<file path="src/rtl/fetch_stage.sv">
// Instruction-fetch stage: PC, IF/ID register and valid/ready imem handshake with stall/flush handling.
// Optional FETCH_STATS_EN adds stall_cycles / imem_wait_cycles counters and ports.
module fetch_stage #(
  parameter int unsigned            ADDR_W   = 32,
  parameter int unsigned            DATA_W   = 32,
  parameter logic [ADDR_W-1:0]      RESET_PC = '0
) (
  input  logic              clk,
  input  logic              reset,
  input  logic              write_PC,
  input  logic              write_IFID,
  input  logic              take_branch,
  input  logic [ADDR_W-1:0] branch_target,
  output logic              imem_req,
  output logic [ADDR_W-1:0] imem_addr,
  input  logic              imem_ready,
  input  logic [DATA_W-1:0] imem_rdata,
  output logic [DATA_W-1:0] instr_IFID,
  output logic [ADDR_W-1:0] pcPlus4_IFID,
  output logic              valid_IFID,
  output logic              fetch_busy
`ifdef FETCH_STATS_EN
  ,
  output logic [31:0]       stall_cycles,
  output logic [31:0]       imem_wait_cycles
`endif
);

  typedef enum logic [1:0] {FETCH, HOLD, DRAIN} state_t;

  state_t            state_q, state_d;
  logic [ADDR_W-1:0] pc_q, pc_d;
  logic [DATA_W-1:0] buf_q, buf_d;
  logic [ADDR_W-1:0] tgt_q, tgt_d;
  logic [DATA_W-1:0] instr_q, instr_d;
  logic [ADDR_W-1:0] pcp4_q, pcp4_d;
  logic              valid_q, valid_d;
  logic [ADDR_W-1:0] pc_plus4;

  assign pc_plus4     = pc_q + ADDR_W'(4);
  assign imem_req     = (state_q != HOLD);
  assign imem_addr    = pc_q;
  assign fetch_busy   = (state_q != FETCH);
  assign instr_IFID   = instr_q;
  assign pcPlus4_IFID = pcp4_q;
  assign valid_IFID   = valid_q;

  always_comb begin
    state_d = state_q;
    pc_d    = pc_q;
    buf_d   = buf_q;
    tgt_d   = tgt_q;
    instr_d = instr_q;
    pcp4_d  = pcp4_q;
    valid_d = valid_q;
    unique case (state_q)
      FETCH: begin
        if (imem_ready) begin
          if (take_branch) begin
            pc_d    = branch_target;
            valid_d = 1'b0;
          end else if (write_IFID) begin
            instr_d = imem_rdata;
            pcp4_d  = pc_plus4;
            valid_d = 1'b1;
            if (write_PC) pc_d = pc_plus4;
          end else begin
            // Response arrived during a stall: park it so it is not refetched.
            buf_d   = imem_rdata;
            state_d = HOLD;
          end
        end else if (take_branch) begin
          tgt_d   = branch_target;
          valid_d = 1'b0;
          state_d = DRAIN;
        end else if (write_IFID) begin
          valid_d = 1'b0;
        end
      end
      HOLD: begin
        if (take_branch) begin
          pc_d    = branch_target;
          valid_d = 1'b0;
          state_d = FETCH;
        end else if (write_IFID) begin
          instr_d = buf_q;
          pcp4_d  = pc_plus4;
          valid_d = 1'b1;
          if (write_PC) pc_d = pc_plus4;
          state_d = FETCH;
        end
      end
      DRAIN: begin
        // Old request must complete at the old address; the latest branch wins.
        valid_d = 1'b0;
        if (take_branch) tgt_d = branch_target;
        if (imem_ready) begin
          pc_d    = take_branch ? branch_target : tgt_q;
          state_d = FETCH;
        end
      end
      default: state_d = FETCH;
    endcase
  end

  always_ff @(posedge clk or posedge reset) begin
    if (reset) begin
      state_q <= FETCH;
      pc_q    <= RESET_PC;
      buf_q   <= '0;
      tgt_q   <= '0;
      instr_q <= '0;
      pcp4_q  <= '0;
      valid_q <= 1'b0;
    end else begin
      state_q <= state_d;
      pc_q    <= pc_d;
      buf_q   <= buf_d;
      tgt_q   <= tgt_d;
      instr_q <= instr_d;
      pcp4_q  <= pcp4_d;
      valid_q <= valid_d;
    end
  end

`ifdef FETCH_STATS_EN
  logic [31:0] stall_q, wait_q;

  always_ff @(posedge clk or posedge reset) begin
    if (reset) begin
      stall_q <= '0;
      wait_q  <= '0;
    end else begin
      if (!write_IFID)              stall_q <= stall_q + 32'd1;
      if (imem_req && !imem_ready)  wait_q  <= wait_q + 32'd1;
    end
  end

  assign stall_cycles     = stall_q;
  assign imem_wait_cycles = wait_q;
`endif

endmodule
</file>
<file path="config.mk">
export PLATFORM = sky130hd
export DESIGN_NAME = fetch_stage
export DESIGN_NICKNAME = d
export VERILOG_FILES = /design/src/rtl/fetch_stage.sv
export SDC_FILE = /design/constraint.sdc
export NUM_CORES = 1
export LEC_CHECK = 0
export ABC_AREA = 1
export CAP_MARGIN = 20
export CELL_PAD_IN_SITES_DETAIL_PLACEMENT = 0
export CELL_PAD_IN_SITES_GLOBAL_PLACEMENT = 1
export CORE_AREA = 2 2 184 132
export CTS_CLUSTER_SIZE = 20
export DETAILED_ROUTE_END_ITERATION = 10
export DIE_AREA = 0 0 186 134
export PLACE_DENSITY_LB_ADDON = 0.1
export RECOVER_POWER = 25
export SLEW_MARGIN = 40
export SYNTH_ARGS = -nofsm -noshare
export SYNTH_HDL_FRONTEND = slang
export SYNTH_SLANG_ARGS = --single-unit
</file>
<file path="constraint.sdc">
create_clock -name clk -period 16 [get_ports clk]
set_input_delay 3.2 -clock clk [delete_from_list [all_inputs] [get_ports clk]]
set_output_delay 3.2 -clock clk [all_outputs]
set_load 0.05 [all_outputs]
</file>
# After elaboration in Yosys (flattened, before gate mapping)
# Index checks and enable logic that the tools add are counted.
# classes
n_bitwise,2
mul,0
magnitude_cmp,0
muxes,33
shifts,0
reduce_logical,12
n_div,0
n_eq_ne,15
addsub,1
# op_table
op,n
$mux 32,15
$pmux 32 s2,3
$pmux 32 s3,1
$add 32x3->32 const B,1
$mux 2,7
$ne 2x2->1 const B,7
$ne 3x3->1 const B,4
$pmux 2 s3,1
$reduce_and 2->1,3
$reduce_and 6->1,1
$reduce_bool 2->1,3
$mux 1,5
$reduce_and 5->1,1
$ne 4x4->1 const B,1
$reduce_and 4->1,1
$pmux 1 s3,1
$reduce_and 3->1,1
$reduce_bool 3->1,1
$eq 2x1->1 const B,1
$eq 2x2->1 const B,1
$logic_not 2->1,1
$ne 2x1->1 const B,1
$not 1->1,2
# word_totals
latchBits,0
memories,0
reg_bits,163
mem_bits_ro,0
ramBits,0
in_bits,70
word_cells,70

# Longest topological paths before layout
# logic_depth
depth_word,6
ltp_mapped,10
mapped_depth_nobuf,10

# Least setup slack after synthesis
# OpenSTA, ideal clock, no wires.
# synth_timing
path_type,flip-flop to output port
from,reg state_q[1]
to,out imem_req
path_slack_ps,11456
arrival_ps,1344
path_stages_with_launch,6
required_ps,12800
cell_sequence,dfrtp_1 -> inv_1 -> ha_1 -> inv_1 -> clkbuf_1 -> buf_2
# synth_via
elab_chain_len,1
# synth_lines
element,line_no,text
start: declaration,31,"state_t state_q, state_d;"
start signal: assignment,116,state_q <= state_d;
$ne 2x1->1,41,assign imem_req = (state_q != HOLD);
end: declaration,14,"output logic imem_req,"
# No other way between the ends.

# Final worst setup path
# layout_timing
from,in take_branch
to,reg pcp4_q[1] (netlist: pcPlus4_IFID[1])
# layout_via
elab_chain_len,3
# layout_lines
element,line_no,text
start: declaration,12,"input logic take_branch,"
$mux 32 *,n/a,
$mux 32,n/a,
$pmux 32 s2 *,n/a,
end signal: assignment,121,pcp4_q <= pcp4_d;
end: declaration,36,"logic [ADDR_W-1:0] pcp4_q, pcp4_d;"
# Mark *: on every way between the ends. The rest lies on a longest branch, timed or not. The select of a mux whose other input is x is not followed.
# A chain may end at the register's enable or synchronous reset.

==> results by group <==
Critical path
  • Critical Path End Type: register
  • Worst R2R End: pcPlus4_IFID[1]$_DFFE_PP0P_
  • WP data required: 16.33 ns
  • Critical-path top delay cell: clkbuf_1
  • Crit Path Class: in -> reg
  • Critical path's largest stage delay: 1.85 ns
  • Critical path startpoint category: primary input
  • Crit path DAT: 7.16 ns
  • RR Startpoint: state_q[1]$_DFFE_PP0P_
  • Cell Chain, Critical Path: buf_2 > clkbuf_1 > a21oi_1 > nand3_1 > buf_4 > nand2_1 > o21ai_1
  • CP max FO: 71
  • R2R cell count: 9
  • Worst R2R Setup Slack: 12.51 ns

Floorplanning
  • Die Wd: 186 um
  • Die H: 134 um
  • Initial Util: 34.51%
  • Io pins: 169
  • Cell Rows: 47
  • Die footprint: 0.02492 mm2
  • Core area: 0.02323 mm2

CTS
  • Setup Buffers After CTS: 0
  • CTS Buffer Depth: 2
  • Num CTS Buffers: 17
  • Clk sinks: 163
  • Clk pin slew, worst setup/hold paths: 0.07 ns
  • PostCTS Resize Cnt: 0
  • Hold-fix buffers, CTS: 0
  • Root buf cell: clkbuf_16
  • Worst-Skew Late Latency: 0.43 ns
  • TritonCTS clock tree: yes
  • CTS H-Tree Depth: 4

Route
  • Post-DRT Antenna Nets: 0
  • Final Routed Wirelength: 23140 um
  • Via count: 6891
  • DRT Pass-1 Iters: 5
  • DR iter-0 viols: 462
  • Drt wl/cell: 15.28 um
  • DRC violation count after routing: 0
  • Vias per cell: 4.549

Power and ir drop
  • Switching share of power: 49.16%
  • Clk network pwr share: 17.5%
  • Leak: 4.949 nW
  • PwrDens: 227.6 mW/mm2
  • Register share of total power: 31.2%
  • Power share of the combinational group: 51.3%
  • P_sw: 1.175 mW
  • Peak VDD IR: 0.08608 mV
  • Int Pwr: 1.215 mW

STA
  • Setup-failing EPs final: 0
  • Relative max-transition margin: -153.8%
  • Fin. Hold Viols: 0
  • Worst slew pin tran: 3.786 ns
  • Tmin final: 6.837 ns
  • Final Skew: 0.01014 ns
  • Fmax: 0.1463 GHz
  • Setup TNS Final: 0 ns
  • Post-route clock period utilization: 42.73%
  • Fin. max-slew vios: 154
  • RSZ-0062 raised after global routing: false
  • Hold_ws: 0.4784 ns

Yosys
  • Post-synthesis mux area share: 0%
  • Post-synthesis compound-gate area fraction: 14.88%
  • Synthesized cell area: 0.008015 mm2
  • Syn_area_per_cell: 7.692 um2
  • Yosys reg bits: 163
  • Gate Count Post-Synth: 1042
  • Sequential area share after synthesis: 50.89%
  • Simple-gate area share of the yosys netlist: 23.87%
  • Post-Synth Adder-Cell Area: 0.7805%
  • YS warnings: 0
  • Largest family of logic cells by synthesized area: simple AND/OR/NAND/NOR gates
  • Yosys cell types: 29
  • Synth Net Count: 1117
  • Xor and xnor area share after synthesis: 1.639%

Outcome
  • Status: finished, violations left
  • Failing checks: capacitance limit, slew limit

GRT
  • Initial antenna violation count: 0
  • GR Util All Layers: 19.27%
  • First-pass GRT wire length: 36690 um
  • GR Overflow Total: 0
  • Number of global-route vias before repair: 6270
  • Largest net degree at the start of global routing: 85

Final layout
  • Post-route design area: 0.01050 mm2
  • Most frequent cells in the layout: 366 x nand2_1, 166 x clkdlybuf4s50_1, 163 x dfrtp_1, 145 x o21ai_0, 93 x inv_1
  • Area Overhead vs Synth: 31.02%
  • Nets: 1259
  • Most frequent standard cell in the layout excluding fill and tap cells: nand2_1
  • ANT cells: 0
  • Fin cells: 1515
  • Layout cells sized above 1: 5.597%

Hold path
  • Hold_sp: pcPlus4_IFID[11]$_DFFE_PP0P_
  • Worst Hold Class: reg -> reg
  • Worst Hold End: pcPlus4_IFID[11]$_DFFE_PP0P_
  • Hold depth: 2

Placed design
  • Placed cell area: 0.009928 mm2
  • Port-buffer cells: 168
  • DPL Wire Length: 16330 um
  • GP Congestion: 0.8452
  • # placed instances: 1483

Job
  • Max_cap viols: 2
## metal layers
metal,global-route usage (%),routed length [um]
met2,23.96,8687
met5,0,0
met4,4.724,207
met3,3.367,1201
met1,32.95,13050
## power by group through the flow
stage,Clock (mW),Combinational [mW],Sequential [mW]
2_1_floorplan,0,0.451,1.12
3_3_place_gp,0,1.23,0.752
3_5_place_dp,0,1.23,0.753
4_1_cts,0.433,1.24,0.746
5_1_grt,0.446,1.34,0.772
6_report,0.419,1.23,0.746
## state kept, by name, summed over array words and instances, names as in the netlist
register      count
tgt_q            32
valid_IFID        1
state_q           2
imem_addr        32
pcPlus4_IFID     32
instr_IFID       32
buf_q            32
## final cells by class
class	count	area (um2)
Timing Repair Buffer	175	1732
Inverter	103	387.9
Fill cell	2366	12730
Sequential cell	163	4079
Tap cell	318	397.9
Clock buffer	17	425.4
Multi-Input combinational cell	724	3314
Clock inverter	15	165.2
## cell families after synthesis
logic type / count (synthesis)
AO/OA/AOI/OAI: 229
XOR/XNOR: 15
adder cells (fa/ha/maj): 5
buffers and inverters: 155
flip-flops: 163
AND/OR/NAND/NOR: 475
## worst max-delay path, delay by kind of cell
kind | cells | cell delay (ns)
compound gates | 2 | 0.16
buf+inv | 3 | 2.64
simple gates | 2 | 1.04
## cell usage after synthesis (all sizes together)
library cell	instances	area, um2
nand2	370	1404
o21ai	189	945.9
dfrtp	163	4079
inv	103	386.6
nor2	69	316.6
buf	36	190.2
nand3	31	160.1
a21oi	18	90.09
clkbuf	16	60.06
xor2	13	113.9
a21boi	11	82.58
ha	5	62.56
o22ai	4	25.02
a31oi	3	18.77
and2	2	12.51
nand4	2	12.51
o211ai	2	15.01
xnor2	2	17.52
a211oi	1	7.510
nand3b	1	7.510
o21a	1	7.510
## worst max-delay path by stage
stage | end | cells after the start | startpoint
floorplan | buf_q[0]$_DFFE_PP0P_ | 1 | reset
global placement | imem_addr[12]$_DFFE_PP0P_ | 9 | take_branch
detailed placement | imem_addr[14]$_DFFE_PP0P_ | 9 | take_branch
CTS | fetch_busy | 4 | state_q[1]$_DFFE_PP0P_
global route | pcPlus4_IFID[1]$_DFFE_PP0P_ | 7 | take_branch
finish | pcPlus4_IFID[1]$_DFFE_PP0P_ | 7 | take_branch
## metrics by stage
stage / util [%] / total power, mW / worst slack (ns)
2_1_floorplan: - / 1.568 / 8.395
3_3_place_gp: 42.69 / 1.979 / 10.12
3_5_place_dp: 42.74 / 1.985 / 10.44
4_1_cts: 45.28 / 2.417 / 10.64
5_1_grt: 45.21 / 2.555 / 8.700
6_report: 45.21 / 2.390 / 9.163
Note: power is estimated with default switching activity, not from simulation.
